## config.mk

```make
export PLATFORM = sky130hd
export DESIGN_NAME = ntt_stage_ctrl
export DESIGN_NICKNAME = d
export VERILOG_FILES = /design/src/rtl/ntt_pkg.sv /design/src/rtl/ntt_addr_gen.sv /design/src/rtl/ntt_stage_ctrl.sv
export SDC_FILE = /design/constraint.sdc
export NUM_CORES = 1
export LEC_CHECK = 0
export CAP_MARGIN = 20
export CORE_ASPECT_RATIO = 0.75
export CORE_UTILIZATION = 40
export CTS_CLUSTER_SIZE = 30
export DETAILED_ROUTE_END_ITERATION = 12
export PLACE_DENSITY_LB_ADDON = 0.1
export RECOVER_POWER = 25
export SYNTH_ARGS = -nofsm -noshare
export SYNTH_HDL_FRONTEND = slang
export SYNTH_SLANG_ARGS = --single-unit
```

## constraint.sdc

```tcl
create_clock -name clk -period 4.4 [get_ports clk]
set_clock_uncertainty 0.1 [all_clocks]
set_input_delay 0.66 -clock clk [delete_from_list [all_inputs] [get_ports clk]]
set_output_delay 0.66 -clock clk [all_outputs]
set_load 0.02 [all_outputs]
```

## src/rtl/ntt_pkg.sv

```systemverilog
// Shared types and constants for the NTT stage sequencer.
// Optional cycle counter is enabled by defining NTT_CTRL_CYCLE_CNT_EN.
package ntt_pkg;

    localparam int N_COEF = 256;
    localparam int LOG_N  = $clog2(N_COEF);

    typedef logic [LOG_N-1:0] addr_t;
    typedef logic [LOG_N-1:0] tw_idx_t;

    typedef enum logic [1:0] {
        IDLE,
        ISSUE,
        DRAIN,
        DONE
    } ctrl_state_e;

endpackage

```

## src/rtl/ntt_addr_gen.sv

```systemverilog
// Butterfly address generator: maps (stage, butterfly index) to operand
// addresses and twiddle index for CT (IS_NTT=1) or GS (IS_NTT=0) order.
module ntt_addr_gen
    import ntt_pkg::*;
#(
    parameter bit IS_NTT = 1'b1,
    parameter int N      = 256,
    localparam int LW    = $clog2(N)
) (
    input  logic [LW-1:0] s,
    input  logic [LW-1:0] j,
    output logic [LW-1:0] rd_addr0,
    output logic [LW-1:0] rd_addr1,
    output logic [LW-1:0] tw_idx
);

    localparam logic [LW-1:0] ONE = LW'(1);
    localparam logic [LW-1:0] TOP = LW'(LW - 1);

    logic [LW-1:0] hs;
    logic [LW-1:0] half;
    logic [LW-1:0] grp;
    logic [LW-1:0] k;
    logic [LW-1:0] base;

    // hs = log2(half); groups = N/(2*half) = 1 << (LW-1-hs)
    always_comb begin
        hs       = IS_NTT ? (TOP - s) : s;
        half     = ONE << hs;
        grp      = j >> hs;
        k        = j & (half - ONE);
        base     = grp << (hs + ONE);
        rd_addr0 = base | k;
        rd_addr1 = rd_addr0 + half;
        tw_idx   = (ONE << (TOP - hs)) + grp;
    end

endmodule

```

## src/rtl/ntt_stage_ctrl.sv

```systemverilog
// In-place NTT/INTT sequencer: issues one butterfly per cycle, drains
// between stages. Define NTT_CTRL_CYCLE_CNT_EN to add the cycle_cnt port.
module ntt_stage_ctrl
    import ntt_pkg::*;
#(
    parameter bit IS_NTT = 1'b1,
    parameter int N      = 256,
    parameter int RD_LAT = 1,
    parameter int BF_LAT = 3,
    localparam int LW    = $clog2(N)
) (
    input  logic          clk,
    input  logic          rst_n,
    input  logic          start,
    input  logic          stall,
    output logic          busy,
    output logic          done,
    output logic [LW-1:0] stage,
    output logic          rd_en,
    output logic [LW-1:0] rd_addr0,
    output logic [LW-1:0] rd_addr1,
    output logic [LW-1:0] tw_idx,
    output logic          wr_en,
    output logic [LW-1:0] wr_addr0,
    output logic [LW-1:0] wr_addr1
`ifdef NTT_CTRL_CYCLE_CNT_EN
    ,
    output logic [31:0]   cycle_cnt
`endif
);

    localparam int TOTAL_LAT = RD_LAT + BF_LAT;
    localparam int DW        = $clog2(TOTAL_LAT + 1);

    localparam logic [LW-1:0] J_LAST = LW'(N / 2 - 1);
    localparam logic [LW-1:0] S_LAST = LW'(LW - 1);
    localparam logic [DW-1:0] D_LAST = DW'(TOTAL_LAT - 1);

    typedef struct packed {
        logic          en;
        logic [LW-1:0] a0;
        logic [LW-1:0] a1;
    } wb_t;

    ctrl_state_e   state_q, state_d;
    logic [LW-1:0] s_q, s_d;
    logic [LW-1:0] j_q, j_d;
    logic [DW-1:0] drn_q, drn_d;
    logic          busy_q, busy_d;
    logic          done_q, done_d;
    logic [LW-1:0] ga0, ga1, gtw;
    wb_t           dl_q [TOTAL_LAT];
    wb_t           dl_d [TOTAL_LAT];

    ntt_addr_gen #(
        .IS_NTT (IS_NTT),
        .N      (N)
    ) u_addr_gen (
        .s        (s_q),
        .j        (j_q),
        .rd_addr0 (ga0),
        .rd_addr1 (ga1),
        .tw_idx   (gtw)
    );

    // Addresses are gated so every issue output reads zero when idle.
    assign rd_en    = (state_q == ISSUE) && !stall;
    assign rd_addr0 = rd_en ? ga0 : '0;
    assign rd_addr1 = rd_en ? ga1 : '0;
    assign tw_idx   = rd_en ? gtw : '0;

    assign busy  = busy_q;
    assign done  = done_q;
    assign stage = s_q;

    assign wr_en    = dl_q[TOTAL_LAT-1].en;
    assign wr_addr0 = dl_q[TOTAL_LAT-1].a0;
    assign wr_addr1 = dl_q[TOTAL_LAT-1].a1;

    always_comb begin
        state_d = state_q;
        s_d     = s_q;
        j_d     = j_q;
        drn_d   = drn_q;
        busy_d  = busy_q;
        done_d  = 1'b0;
        unique case (state_q)
            IDLE: begin
                if (start) begin
                    state_d = ISSUE;
                    s_d     = '0;
                    j_d     = '0;
                    busy_d  = 1'b1;
                end
            end
            ISSUE: begin
                if (!stall) begin
                    j_d = j_q + LW'(1);
                    if (j_q == J_LAST) begin
                        state_d = DRAIN;
                        drn_d   = '0;
                    end
                end
            end
            DRAIN: begin
                if (drn_q == D_LAST) begin
                    drn_d = '0;
                    if (s_q == S_LAST) begin
                        state_d = DONE;
                        done_d  = 1'b1;
                    end else begin
                        state_d = ISSUE;
                        s_d     = s_q + LW'(1);
                        j_d     = '0;
                    end
                end else begin
                    drn_d = drn_q + DW'(1);
                end
            end
            DONE: begin
                state_d = IDLE;
                busy_d  = 1'b0;
            end
            default: state_d = IDLE;
        endcase
    end

    // The write-back delay line is free-running and ignores stall.
    always_comb begin
        dl_d[0] = '{en: rd_en, a0: rd_addr0, a1: rd_addr1};
        for (int i = 1; i < TOTAL_LAT; i++) begin
            dl_d[i] = dl_q[i-1];
        end
    end

    always_ff @(posedge clk or negedge rst_n) begin
        if (!rst_n) begin
            state_q <= IDLE;
            s_q     <= '0;
            j_q     <= '0;
            drn_q   <= '0;
            busy_q  <= 1'b0;
            done_q  <= 1'b0;
            for (int i = 0; i < TOTAL_LAT; i++) begin
                dl_q[i] <= '0;
            end
        end else begin
            state_q <= state_d;
            s_q     <= s_d;
            j_q     <= j_d;
            drn_q   <= drn_d;
            busy_q  <= busy_d;
            done_q  <= done_d;
            for (int i = 0; i < TOTAL_LAT; i++) begin
                dl_q[i] <= dl_d[i];
            end
        end
    end

`ifdef NTT_CTRL_CYCLE_CNT_EN
    logic [31:0] cnt_q, cnt_d;

    always_comb begin
        cnt_d = cnt_q;
        if (state_q == IDLE && start) begin
            cnt_d = '0;
        end else if (busy_q && cnt_q != '1) begin
            cnt_d = cnt_q + 32'd1;
        end
    end

    always_ff @(posedge clk or negedge rst_n) begin
        if (!rst_n) begin
            cnt_q <= '0;
        end else begin
            cnt_q <= cnt_d;
        end
    end

    assign cycle_cnt = cnt_q;
`endif

endmodule

```

==> out/qor_table.md <==
| Stage | Metric | Value |
|:---|:---|:---|
| yosys | Most frequent cells after synthesis | dfrtp_1 (91), nor2_1 (48), nand2_1 (32) |
| setup path | Ordered cell list for the critical path | buf_12 -> inv_8 -> ha_4 -> xnor2_4 -> nor4_4 -> nand4_1 -> ha_4 -> buf_6 -> xor2_1 -> nand2_1 -> nand2_2 -> ha_4 -> buf_6 -> a21oi_2 -> o21bai_1 -> a21oi_1 -> o21ai_1 -> buf_4 -> nand3_2 -> a21oi_2 -> buf_6 |
| setup path | Category of the worst setup path capture point | output pin |
| floorplan | Site Rows | 34 |
| clocking | Clk buf depth | 2 |
| sta | Setup repair after global routing missed its margin | true |
| grt | Fraction of met3 tracks used by global routing | 0.0485 |
| placement | Pre-CTS WS | -0.485 ns |
| clocking | Clock latency reported for the late side of the worst-skew pair | 0.34 ns |
| power and ir drop | Reported leakage power | 3.41 nW |
| grt | Initial antenna violation count | 0 |
| grt | Total grt overflow | 0 |
| clocking | Post-CTS clock slew at the launch and capture registers of the worst setup and hold paths | 0.07 ns |
| grt | M1 GR Usage | 0.374 |
| setup path | Setup Crit Path Kind | reg2out |
| cells and area | Final Core Density | 0.620 |
| setup path | Cell with the biggest individual delay on the critical path | dfrtp_2 |
| setup path | Total number of cells along the worst setup path | 21 |
| yosys | Synthesized area divided by synthesized cell count | 10.0 um^2 |
| worst hold path | Worst hold path stage count | 0 |
| clocking | TritonCTS clock tree | done |
| sta | Hold WS | 0.246 ns |
| yosys | Number of enable flip-flop cells after synthesis | 0 |
| grt | Met2 GRT Util | 0.353 |
| floorplan | Die extent in x | 130 um |
| clocking | Count of hold buffers inserted by post-cts repair | 0 |
| yosys | Net Count, Synth | 516 |
| sta | Slew HR | -1.03 |
| yosys | Most frequent cell after synthesis | dfrtp_1 |
| setup path | Cell depth of the worst flop-to-flop path | 23 |
| drt | Total routed wirelength | 14.7 mm |
| sta | Minimum clock period | 4.75 ns |
| sta | F_max | 0.210 GHz |
| setup path | Sort of element at the start of the critical path | flop |
| cells and area | Number of nets in the layout | 694 |
| yosys | Asr flop ratio synth | 1.00 |
| grt | Gr busiest metal | met1 |
| yosys | Cell type with the largest total area after synthesis | dfrtp_1 |
| floorplan | Count of pins on the block boundary | 56 |
| yosys | Yosys warning total | 0 |
| setup path | Critical path's largest stage delay | 0.45 ns |
| cells and area | Filler-free cell count of the finished design | 834 |
| sta | Sum of negative setup slack | -1.25 ns |
| drt | Final routed wire length divided by cell count | 17.6 um |
| job | Number of max-cap violations | 1 |
| sta | Slew at the pin closest to its max-slew limit | 3.04 ns |
| yosys | Syn Std Cell Area | 4890 um^2 |
| sta | Period Utilization, post-route | 1.08 |
| drt | Vias/cell | 5.14 |
| clocking | CTS Buf Count | 9 |
| drt | DRT iter0 DRCs | 231 |
| sta | Count of pins over their slew limit | 57 |
| floorplan | Core area | 11700 um^2 |
| yosys | Seq/Total Area, Yosys | 0.466 |
| cells and area | Number of fill cells | 1033 |
| yosys | Number of different library cells in the post-synthesis netlist | 72 |
| placement | Estimated wirelength of the detail-placed design | 11.1 mm |
| grt | Number of global-route vias before repair | 4294 |
| floorplan | Die Span Y | 97.7 um |
| floorplan | Total Die Area | 12700 um^2 |
| yosys | Post-synth top area share | 0.466 |
| setup path | Flop-to-flop setup slack | 0.41 ns |
| drt | TritonRoute pass-1 iters | 5 |
| cells and area | Layout area overhead | 49.0% |
| cells and area | Fraction of final layout cells with drive strength greater than 1 | 0.383 |
| grt | Maximum number of pins on one net before global-route repair | 57 |
| drt | DRC violation count after routing | 0 |
| sta | Count of final setup violators | 7 |
| drt | Remaining antenna violation count after routing | 0 |
| clocking | Clock root buffer | clkbuf_16 |
| yosys | Yosys reg bits | 91 |
| yosys | Post-Syn Instances | 488 |
| power and ir drop | Total power divided by cell area | 426 nW/um^2 |
| clocking | Number of levels the H-tree was split into | 3 |
| placement | Buffers on Ports | 55 |
| placement | Placed Cells incl. Taps | 799 |
| setup path | Arrival time at the worst endpoint | 3.99 ns |
| outcome | Status | finished with violations |
| placement | Placer congestion estimate | 0.955 |
| worst hold path | Hold WC Path Type | reg2reg |
| drt | Detailed-route via count | 4288 |
| outcome | Violations in the final reports | capacitance limit, slew limit, setup timing |
| clocking | Total clock sinks | 91 |
| setup path | Required time at the worst-slack endpoint | 3.64 ns |
| yosys | Most used flip-flop cell after synthesis | dfrtp_1 |
| sta | Final number of hold-violating endpoints | 0 |
| floorplan | Starting density of the core | 0.416 |
| setup path | Largest fanout on the critical path | 6 |
| setup path | Buf/Inv on CP | 6 |
| grt | Global-route wire length before repair | 23.3 mm |
| grt | Total routing usage reported by global routing | 0.246 |
| sta | Final worst-path setup slack | -0.354 ns |
| setup path | Crit path max-delay family | simple AND/OR/NAND/NOR gates |
| yosys | Top area cells in the synthesized netlist | dfrtp_1 (47%), ha_1 (5.6%), nor2_1 (3.7%) |
| power and ir drop | Max VDD drop | 0.229 mV |
## layer usage
| metal | wire length (um) | vias to the layer above | share of wire |
|---|---|---|---|
| met5 | 0 | - | 0 |
| met4 | 194 | 0 | 0.013 |
| met3 | 880 | 16 | 0.060 |
| met2 | 6440 | 120 | 0.44 |
| met1 | 7200 | 2113 | 0.49 |
| li1 | - | 2039 | - |
## cells by family after synthesis
family,after synthesis,synth area share
and+or+nand+nor,170,0.178
AOI/OAI and AO/OA,104,0.152
DFF,91,0.466
buffers and inverters,58,0.0615
xor gates and xnor gates,26,0.0466
adders and majority gates,24,0.0645
muxes,15,0.0315
## what timing repair did
item	CTS	global route
pin swaps	20	35
hold endpoints to repair	0	0
resized for setup	69	56
buffers inserted	12	9
endpoints found under the setup margin	17	17
## flip-flops by register name (all words and copies together) (netlist names)
name      cells
drn_q         3
done          1
state_q       2
wr_addr0      8
wr_en         1
j_q           8
dl_d         51
wr_addr1      8
busy          1
stage         8
## worst paths after layout
check | start | to
worst max-delay path | stage[3] | rd_addr1[7]
worst min-delay path | dl_d[19] | dl_d[2]
worst max register to register | stage[3] | dl_d[41]
worst min register to register | dl_d[19] | dl_d[2]
max in group asynchronous | rst_n | stage[7]
min in group asynchronous | rst_n | state_q[0]
## final cells by class
cell class                 count  area, um^2  area share
timing repair buffer         207        1740       0.239
sequential                    91        2280       0.313
antenna                        1        2.50    0.000344
tap                          162         203      0.0278
clock buffer                  10         229      0.0315
clock inverter                 6        71.3     0.00980
multi-input combinational    339        2680       0.368
inverter                      18        75.1      0.0103
## power by group
part | switching, mW | internal [mW]
sequential | 0.0648 | 0.996
combinational | 0.642 | 0.609
clock | 0.340 | 0.448
## per-stage QoR
stage / total power, mW / area, um^2
floorplan: 1.65 / 4970
global placement: 2.18 / 6490
detailed placement: 2.19 / 6490
CTS: 3.02 / 6990
global route: 3.26 / 7280
finish: 3.10 / 7280
## layout by cell type, fill, tap and decap left out, types with 9 or more instances in the layout
master             n
nor3_1            15
a21oi_1           21
nand4_1            9
xor2_1            10
inv_1             14
nand2_1           30
and2_1             9
clkbuf_16          9
buf_6             11
clkdlybuf4s50_1   36
xnor2_1           12
dfrtp_1           89
mux2i_1           12
buf_4            147
o21ai_0           10
nor2_1            45
ha_1              13
Power figures use the tool's default switching activity.
